===== src/rtl/morph_pass_scheduler.sv =====
// Multi-pass raster scheduler for a shared erode/dilate window unit.
// Each pass scans the frame plus LAG flush lines so the window pipeline drains.
//
//   state | meaning
//   IDLE  | waiting for start; configuration latched on acceptance
//   RUN   | raster scan of one pass (reads, then lagged writes)
//   NEXT  | one-cycle gap between passes; pass index advances
//   DONE  | one-cycle completion pulse, busy already low
module morph_pass_scheduler #(
   parameter int H_IMG_RES  = 640,
   parameter int V_IMG_RES  = 480,
   parameter int WIN_SIZE   = 5,
   parameter int MAX_PASSES = 4
) (
   input  logic                  clk,
   input  logic                  rst,
   input  logic                  start,
   input  logic [2:0]            pass_num,
   input  logic [MAX_PASSES-1:0] op_mask,
   output logic [10:0]           hpos,
   output logic [10:0]           vpos,
   output logic                  rd_en,
   output logic                  wr_en,
   output logic [10:0]           wr_hpos,
   output logic [10:0]           wr_vpos,
   output logic                  op_dilate,
   output logic [2:0]            pass_idx,
   output logic                  busy,
   output logic                  done
);

   localparam int          LAG     = WIN_SIZE / 2 + 1;
   localparam logic [10:0] H_LAST  = 11'(H_IMG_RES - 1);
   localparam logic [10:0] S_LAST  = 11'(V_IMG_RES + LAG - 1);
   localparam logic [10:0] V_RES11 = 11'(V_IMG_RES);
   localparam logic [10:0] LAG11   = 11'(LAG);
   localparam logic [2:0]  MAX_P3  = 3'(MAX_PASSES);

   typedef enum logic [1:0] {S_IDLE, S_RUN, S_NEXT, S_DONE} state_t;

   state_t                state_q, state_d;
   logic [10:0]           hpos_q, hpos_d;
   logic [10:0]           sline_q, sline_d;
   logic [2:0]            pass_idx_q, pass_idx_d;
   logic [2:0]            pass_cnt_q, pass_cnt_d;
   logic [MAX_PASSES-1:0] op_mask_q, op_mask_d;
   logic [2:0]            pass_clamped;
   logic [MAX_PASSES-1:0] mask_shifted;

   always_ff @(posedge clk or posedge rst) begin
      if (rst) begin
         state_q    <= S_IDLE;
         hpos_q     <= '0;
         sline_q    <= '0;
         pass_idx_q <= '0;
         pass_cnt_q <= '0;
         op_mask_q  <= '0;
      end else begin
         state_q    <= state_d;
         hpos_q     <= hpos_d;
         sline_q    <= sline_d;
         pass_idx_q <= pass_idx_d;
         pass_cnt_q <= pass_cnt_d;
         op_mask_q  <= op_mask_d;
      end
   end

   always_comb begin
      state_d      = state_q;
      hpos_d       = hpos_q;
      sline_d      = sline_q;
      pass_idx_d   = pass_idx_q;
      pass_cnt_d   = pass_cnt_q;
      op_mask_d    = op_mask_q;
      pass_clamped = pass_num;
      if (pass_num == 3'd0)
         pass_clamped = 3'd1;
      else if (pass_num > MAX_P3)
         pass_clamped = MAX_P3;

      case (state_q)
         S_IDLE: begin
            if (start) begin
               state_d    = S_RUN;
               hpos_d     = '0;
               sline_d    = '0;
               pass_idx_d = '0;
               pass_cnt_d = pass_clamped;
               op_mask_d  = op_mask;
            end
         end
         S_RUN: begin
            if (hpos_q == H_LAST) begin
               hpos_d = '0;
               if (sline_q == S_LAST) begin
                  sline_d = '0;
                  state_d = ((pass_idx_q + 3'd1) < pass_cnt_q) ? S_NEXT : S_DONE;
               end else begin
                  sline_d = sline_q + 11'd1;
               end
            end else begin
               hpos_d = hpos_q + 11'd1;
            end
         end
         S_NEXT: begin
            state_d    = S_RUN;
            hpos_d     = '0;
            sline_d    = '0;
            pass_idx_d = pass_idx_q + 3'd1;
         end
         S_DONE: begin
            state_d    = S_IDLE;
            pass_idx_d = '0;
         end
         default: state_d = S_IDLE;
      endcase
   end

   assign mask_shifted = op_mask_q >> pass_idx_q;
   assign pass_idx     = pass_idx_q;

   always_comb begin
      hpos      = '0;
      vpos      = '0;
      rd_en     = 1'b0;
      wr_en     = 1'b0;
      wr_hpos   = '0;
      wr_vpos   = '0;
      op_dilate = 1'b0;
      busy      = 1'b0;
      done      = 1'b0;
      case (state_q)
         S_RUN: begin
            busy      = 1'b1;
            op_dilate = mask_shifted[0];
            hpos      = hpos_q;
            // Flush lines past the frame fold back onto the top rows as vpos.
            if (sline_q < V_RES11) begin
               vpos  = sline_q;
               rd_en = 1'b1;
            end else begin
               vpos  = sline_q - V_RES11;
            end
            if (sline_q >= LAG11) begin
               wr_en   = 1'b1;
               wr_hpos = hpos_q;
               wr_vpos = sline_q - LAG11;
            end
         end
         S_NEXT: begin
            busy      = 1'b1;
            op_dilate = mask_shifted[0];
         end
         S_DONE:  done = 1'b1;
         default: ;
      endcase
   end

endmodule


===== config.mk =====
export PLATFORM = sky130hd
export DESIGN_NAME = morph_pass_scheduler
export DESIGN_NICKNAME = d
export VERILOG_FILES = /design/src/rtl/morph_pass_scheduler.sv
export SDC_FILE = /design/constraint.sdc
export NUM_CORES = 1
export LEC_CHECK = 0
export CORE_MARGIN = 3
export CORE_UTILIZATION = 53
export DETAILED_ROUTE_END_ITERATION = 6
export PLACE_DENSITY_LB_ADDON = 0.3
export SLEW_MARGIN = 15
export SYNTH_ARGS = -nofsm -noshare
export SYNTH_HDL_FRONTEND = slang
export SYNTH_SLANG_ARGS = --single-unit

===== constraint.sdc =====
create_clock -name clk -period 4.2 [get_ports clk]
set_input_delay 0.42 -clock clk [delete_from_list [all_inputs] [get_ports clk]]
set_output_delay 0.42 -clock clk [all_outputs]
set_load 0.02 [all_outputs]

### Word-level counts from Yosys, hierarchy flattened

Index checks and enable logic that the tools add are counted.

* input bits: 10
* register bits: 34

* muxes and demuxes: 29
* shift-type cells: 1
* equal/unequal tests: 8
* reductions and logical operators: 10
* magnitude comparators: 4
* add/subtract/negate cells: 5

Operators by type and width (number)
* 2-to-1 mux 11 bit: 11
* case mux 11 bit (3 select lines): 2
* adder 11 x 1 -> 11 bit (second input constant): 2
* equality test 11 x 10 -> 1 bit (second input constant): 1
* equality test 11 x 9 -> 1 bit (second input constant): 1
* greater-or-equal comparator 11 x 2 -> 1 bit (second input constant): 1
* < comparator 11 x 9 -> 1 bit (second input constant): 1
* subtractor 11 x 2 -> 11 bit (second input constant): 1
* subtractor 11 x 9 -> 11 bit (second input constant): 1
* 2-to-1 mux 3 bit: 3
* case mux 3 bit (3 select lines): 1
* 2-to-1 mux 1 bit: 8
* case mux 2 bit (4 select lines): 1
* 2-to-1 mux 2 bit: 3
* inequality test 2 bit (second input constant): 3
* AND reduction 2 bit: 3
* AND reduction 3 bit: 2
* nonzero test 3 bit: 2
* equality test 2 bit (second input constant): 2
* >> shifter 4 x 3 -> 1 bit: 1
* adder 3 x 1 -> 3 bit (second input constant): 1
* > comparator 3 bit (second input constant): 1
* logical NOT 3 bit: 1
* < comparator 3 bit: 1
* 3 further kinds: 3

### Logic depth before layout (Yosys ltp)

* depth in word-level cells: 6
* gate-level depth with buffers: 8
* depth with buffers taken out: 7

### Worst setup path after synthesis

Ideal clock, no wire load.

* path kind: reg2out
* start point: register state_q[0]
* end point: output port op_dilate
* data arrival time: 1955 ps
* cell stages (with the launch flop): 5
* path buffers: 0
* setup slack: 1825 ps
* cells stage by stage: dfrtp_1 > inv_1 > ha_1 > inv_1 > a2111oi_0

* cells in the longest elaborated chain, start to end: 3

Ends and longest elaborated chain
* start: declaration: RTL line 41 `state_t state_q, state_d;`
* start signal: assignment: RTL line 59 `state_q <= state_d;`
* equality test 2 x 1 -> 1 bit or equality test 2 bit (tied branches): RTL line 132 `case (state_q)`
* OR reduction 2 bit (no source line) *
* 2-to-1 mux 1 bit *: RTL line 132
* end: declaration: RTL line 26 `output logic op_dilate,`

Every way passes the cells marked *; elsewhere a longest branch is shown, timed or not.

### Final worst setup path

* start point: register state_q[1]
* end point: output port wr_hpos[3]

* cells in the longest elaborated chain, start to end: 2

Ends and longest elaborated chain
* equality test 2 x 1 -> 1 bit: RTL line 132
* 2-to-1 mux 11 bit: RTL line 132
* end: declaration: RTL line 24 `output logic [10:0] wr_hpos,`

Every way passes these cells.

==> impl_results.html <==
<table>
<tr><th>Metric</th><th>Value</th></tr>
<tr><th colspan="2">Finish</th></tr>
<tr><td>Post-layout instance area</td><td>3320 sq um</td></tr>
<tr><td>Number of nets in the finished design</td><td>387</td></tr>
<tr><td>Number of filler cells placed in the layout</td><td>402</td></tr>
<tr><td>Sequential cell area</td><td>851 sq um</td></tr>
<tr><td>N_diodes</td><td>0</td></tr>
<tr><td>Most frequent standard cell in the layout excluding fill and tap cells</td><td>clkdlybuf4s50_1</td></tr>
<tr><td>Multi-input combinational cell area</td><td>1620 sq um</td></tr>
<tr><td>Fraction of layout instances using a drive strength above 1</td><td>6.06%</td></tr>
<tr><td>Most used cells in the layout excluding fill and tap cells</td><td>61 x clkdlybuf4s50_1, 34 x dfrtp_1, 31 x nor2_1, 26 x and2_1, 19 x o21ai_0</td></tr>
<tr><td>Final design utilization</td><td>69.9%</td></tr>
<tr><td>Growth of design area from synthesis to finish</td><td>26.1%</td></tr>
<tr><th colspan="2">Clock network</th></tr>
<tr><td>Level count of the clock H-tree</td><td>2</td></tr>
<tr><td>Number of sinks driven by the clock tree</td><td>34</td></tr>
<tr><td>Count of hold buffers inserted by post-cts repair</td><td>0</td></tr>
<tr><td>TritonCTS clock tree</td><td>built</td></tr>
<tr><td>Root Buffer Master</td><td>clkbuf_8</td></tr>
<tr><td>CTS buffer count</td><td>5</td></tr>
<tr><td>Clock transition at the registers of the reported paths</td><td>0.07 ns</td></tr>
<tr><td>Count of buffers added by post-CTS timing repair for setup</td><td>0</td></tr>
<tr><td>Worst-skew pair later-pin latency</td><td>0.29 ns</td></tr>
<tr><td>Number of buffers on the longest clock path</td><td>2</td></tr>
<tr><td>Quantity of gates resized following cts</td><td>0</td></tr>
<tr><th colspan="2">Place</th></tr>
<tr><td>GPL Wtd Cong</td><td>0.888</td></tr>
<tr><td>Port Buffers</td><td>61</td></tr>
<tr><td>Post-place setup slack</td><td>1.16 ns</td></tr>
<tr><td>Post-DP HPWL</td><td>4.78 mm</td></tr>
<tr><td>Standard cell area after detailed placement</td><td>3250 sq um</td></tr>
<tr><th colspan="2">Logic synthesis</th></tr>
<tr><td>Average cell area after synthesis</td><td>8.48 sq um</td></tr>
<tr><td>Synthesized flop and latch total</td><td>34</td></tr>
<tr><td>Combined area of all synthesized cells</td><td>2640 sq um</td></tr>
<tr><td>Distinct cells, synth</td><td>50</td></tr>
<tr><td>Number of enable-type register cells in the synthesized netlist</td><td>0</td></tr>
<tr><td>Async SR Flop Fraction</td><td>100%</td></tr>
<tr><td>Yosys warning total</td><td>0</td></tr>
<tr><td>Sequential-to-total area share from yosys stat</td><td>32.3%</td></tr>
<tr><td>Number of instances in the synthesized netlist</td><td>311</td></tr>
<tr><td>Primary FF master, synth</td><td>dfrtp_1</td></tr>
<tr><td>Net count after synthesis</td><td>335</td></tr>
<tr><th colspan="2">Worst setup path</th></tr>
<tr><td>Startpoint of the lowest-slack register-to-register path</td><td>state_q[1]</td></tr>
<tr><td>Slack of the worst reg-to-reg path</td><td>1.40 ns</td></tr>
<tr><td>Delay of the slowest cell on the worst path</td><td>0.73 ns</td></tr>
<tr><td>Req. time, crit path</td><td>3.78 ns</td></tr>
<tr><td>Sort of element at the start of the critical path</td><td>register</td></tr>
<tr><td>Worst Setup Path Type</td><td>register to primary output</td></tr>
<tr><td>Nature of the critical path endpoint</td><td>primary output</td></tr>
<tr><td>Crit-path slowest cell</td><td>ha_1</td></tr>
<tr><td>Critical Path AT</td><td>2.96 ns</td></tr>
<tr><td>Reg2Reg Capture Point</td><td>sline_q[1]</td></tr>
<tr><td>Cell chain of the critical path</td><td>inv_1 &gt; ha_1 &gt; o21ai_2 &gt; inv_2 &gt; and2_1 &gt; clkdlybuf4s50_1</td></tr>
<tr><td>Critical path fanouts, max</td><td>25</td></tr>
<tr><td>Cells on worst reg2reg path</td><td>6</td></tr>
<tr><th colspan="2">Global routing</th></tr>
<tr><td>Number of global-route vias before repair</td><td>2,520</td></tr>
<tr><td>Total congestion overflow after global routing</td><td>0</td></tr>
<tr><td>Antenna violations before repair</td><td>0</td></tr>
<tr><td>Total routing usage reported by global routing</td><td>23.9%</td></tr>
<tr><td>Maximum number of pins on one net before global-route repair</td><td>35</td></tr>
<tr><td>First-pass GRT wire length</td><td>11.6 mm</td></tr>
<tr><th colspan="2">STA</th></tr>
<tr><td>Worst clock skew</td><td>0.00519 ns</td></tr>
<tr><td>Final Worst Setup Slack</td><td>0.820 ns</td></tr>
<tr><td>Setup repair after global routing missed its margin</td><td>no</td></tr>
<tr><td>Final period utilization</td><td>80.5%</td></tr>
<tr><td>Fin crit period</td><td>3.38 ns</td></tr>
<tr><td>Number of pins with negative max-slew slack in the final report</td><td>0</td></tr>
<tr><td>Highest achievable clock rate</td><td>296 MHz</td></tr>
<tr><td>Remaining max-slew budget at the tightest pin</td><td>44.0%</td></tr>
<tr><td>Total count of hold-check failures in the final report</td><td>0</td></tr>
<tr><td>Worst Tran Pin Value</td><td>0.840 ns</td></tr>
<tr><td>Total Neg Setup Slack</td><td>0 ns</td></tr>
<tr><td>Setup-failing EPs final</td><td>0</td></tr>
<tr><th colspan="2">Die</th></tr>
<tr><td>Total Die Area</td><td>5860 sq um</td></tr>
<tr><td>Number of standard-cell rows in the floorplan</td><td>25</td></tr>
<tr><td>Initial Util</td><td>55.4%</td></tr>
<tr><td>Die Y-Extent</td><td>76.5 um</td></tr>
<tr><td>IO Count</td><td>62</td></tr>
<tr><td>Die width</td><td>76.5 um</td></tr>
<tr><td>Core footprint</td><td>4750 sq um</td></tr>
<tr><th colspan="2">Detailed routing</th></tr>
<tr><td>Count of vias placed by the detailed router</td><td>2,465</td></tr>
<tr><td>Post-DR wirelength/cell</td><td>15.6 um</td></tr>
<tr><td>Highest metal layer with signal wires</td><td>met4</td></tr>
<tr><td>Final WL</td><td>6.71 mm</td></tr>
<tr><td>ANT nets after route</td><td>0</td></tr>
<tr><td>Wire length on met2</td><td>3.33 mm</td></tr>
<tr><td>Met3 Wirelength</td><td>321 um</td></tr>
<tr><td>Post-detailed-route DRC marker count</td><td>0</td></tr>
<tr><td>Pre-Repair DR Iteration Count</td><td>4</td></tr>
<tr><td>Via-to-Cell Ratio</td><td>5.73</td></tr>
<tr><td>DRC marker count from the first detailed-route iteration</td><td>265</td></tr>
<tr><td>Post-route met1 wirelength</td><td>2.94 mm</td></tr>
<tr><th colspan="2">Hold path</th></tr>
<tr><td>Start point of the worst min-delay path</td><td>pass_cnt_q[1]</td></tr>
<tr><td>Worst hold stages</td><td>2</td></tr>
<tr><td>Endpoint with the worst hold slack</td><td>pass_cnt_q[1]</td></tr>
<tr><td>Worst hold-check path type</td><td>register to register</td></tr>
<tr><th colspan="2">Status</th></tr>
<tr><td>Outcome</td><td>finished clean</td></tr>
<tr><th colspan="2">Pwr</th></tr>
<tr><td>Pwr dens</td><td>173 nW/um^2</td></tr>
<tr><td>Leak pwr</td><td>1.36 nW</td></tr>
<tr><td>Maximum resistive drop on vdd</td><td>0.139 mV</td></tr>
<tr><th colspan="2">Run</th></tr>
<tr><td>Total of max-cap violations</td><td>0</td></tr>
</table>
## power breakdown
group	internal (mW)	switching, mW
Clock	0.114	0.117
Combinational	0.00858	0.00820
Sequential	0.327	0
## worst max-delay path: cells and delay by family, from the launching register on
family / cells / cell delay [ns]
DFF: 1 / 0.40
AOI/OAI and AO/OA: 1 / 0.37
buffers and inverters: 3 / 1.00
adders and majority gates: 1 / 0.73
and+or+nand+nor: 1 / 0.17
## through the flow
step | hold slack [ns] | instances | power, mW
after floorplan | 0.444 | 311 | 0.339
after global placement | 0.469 | 423 | 0.351
after detailed placement | 0.479 | 423 | 0.351
after CTS | 0.497 | 430 | 0.576
after global routing | 0.511 | 430 | 0.592
final | 0.499 | 430 | 0.576
## per-layer routing
layer,GRT usage [%],vias up
met5,0,-
met1,30.8,1162
met3,3.66,10
met4,9.42,0
met2,40.2,81
li1,-,1212
## state kept, by name, indices dropped and copies added, names as in the netlist
signal      cells
hpos_q         11
sline_q        11
op_mask_q       4
pass_cnt_q      3
pass_idx        3
state_q         2
## cell type report
cell class	instances	area share [%]
repair buffers	64	19.0
multi-input cells	242	48.7
clock buffers	7	2.30
inverters	16	1.81
well taps	67	2.52
flip-flops and latches	34	25.6
## Yosys cell counts (2+ instances only)
library cell,number,area [sq um]
a211oi_1,2,15.0
a21oi_1,10,50.1
a311oi_1,3,26.3
and2_1,26,163
and3_1,3,18.8
and4_1,6,52.6
buf_2,9,45.0
buf_6,3,33.8
clkbuf_1,6,22.5
dfrtp_1,34,851
ha_1,14,175
inv_1,15,56.3
mux2_2,6,67.6
mux2i_1,5,50.1
nand2_1,15,56.3
nand2b_1,5,31.3
nand3_1,15,75.1
nand4_1,10,62.6
nand4b_1,4,35.0
nor2_1,31,116
nor2b_1,4,25.0
nor3_1,11,55.1
nor3b_1,2,15.0
nor4_1,3,18.8
o2111ai_1,3,26.3
o21ai_0,19,95.1
o31ai_1,6,45.0
or3_1,6,37.5
xnor2_1,11,96.3
xor2_1,4,35.0
## worst max path at each step
stage | startpoint | to
floorplan | state_q[0] | op_dilate
global placement | state_q[1] | wr_hpos[1]
detailed placement | state_q[1] | wr_hpos[3]
CTS | sline_q[4] | wr_hpos[3]
global route | state_q[1] | wr_hpos[3]
finish | state_q[1] | wr_hpos[3]
## cell families after synthesis
logic type	share of synthesized area (%)
compound gates	14.2
simple gates	31.1
mux	4.46
buf+inv	6.26
xor+xnor	4.98
flops	32.3
fa+ha+maj	6.64
(Power assumes the default switching activity.)
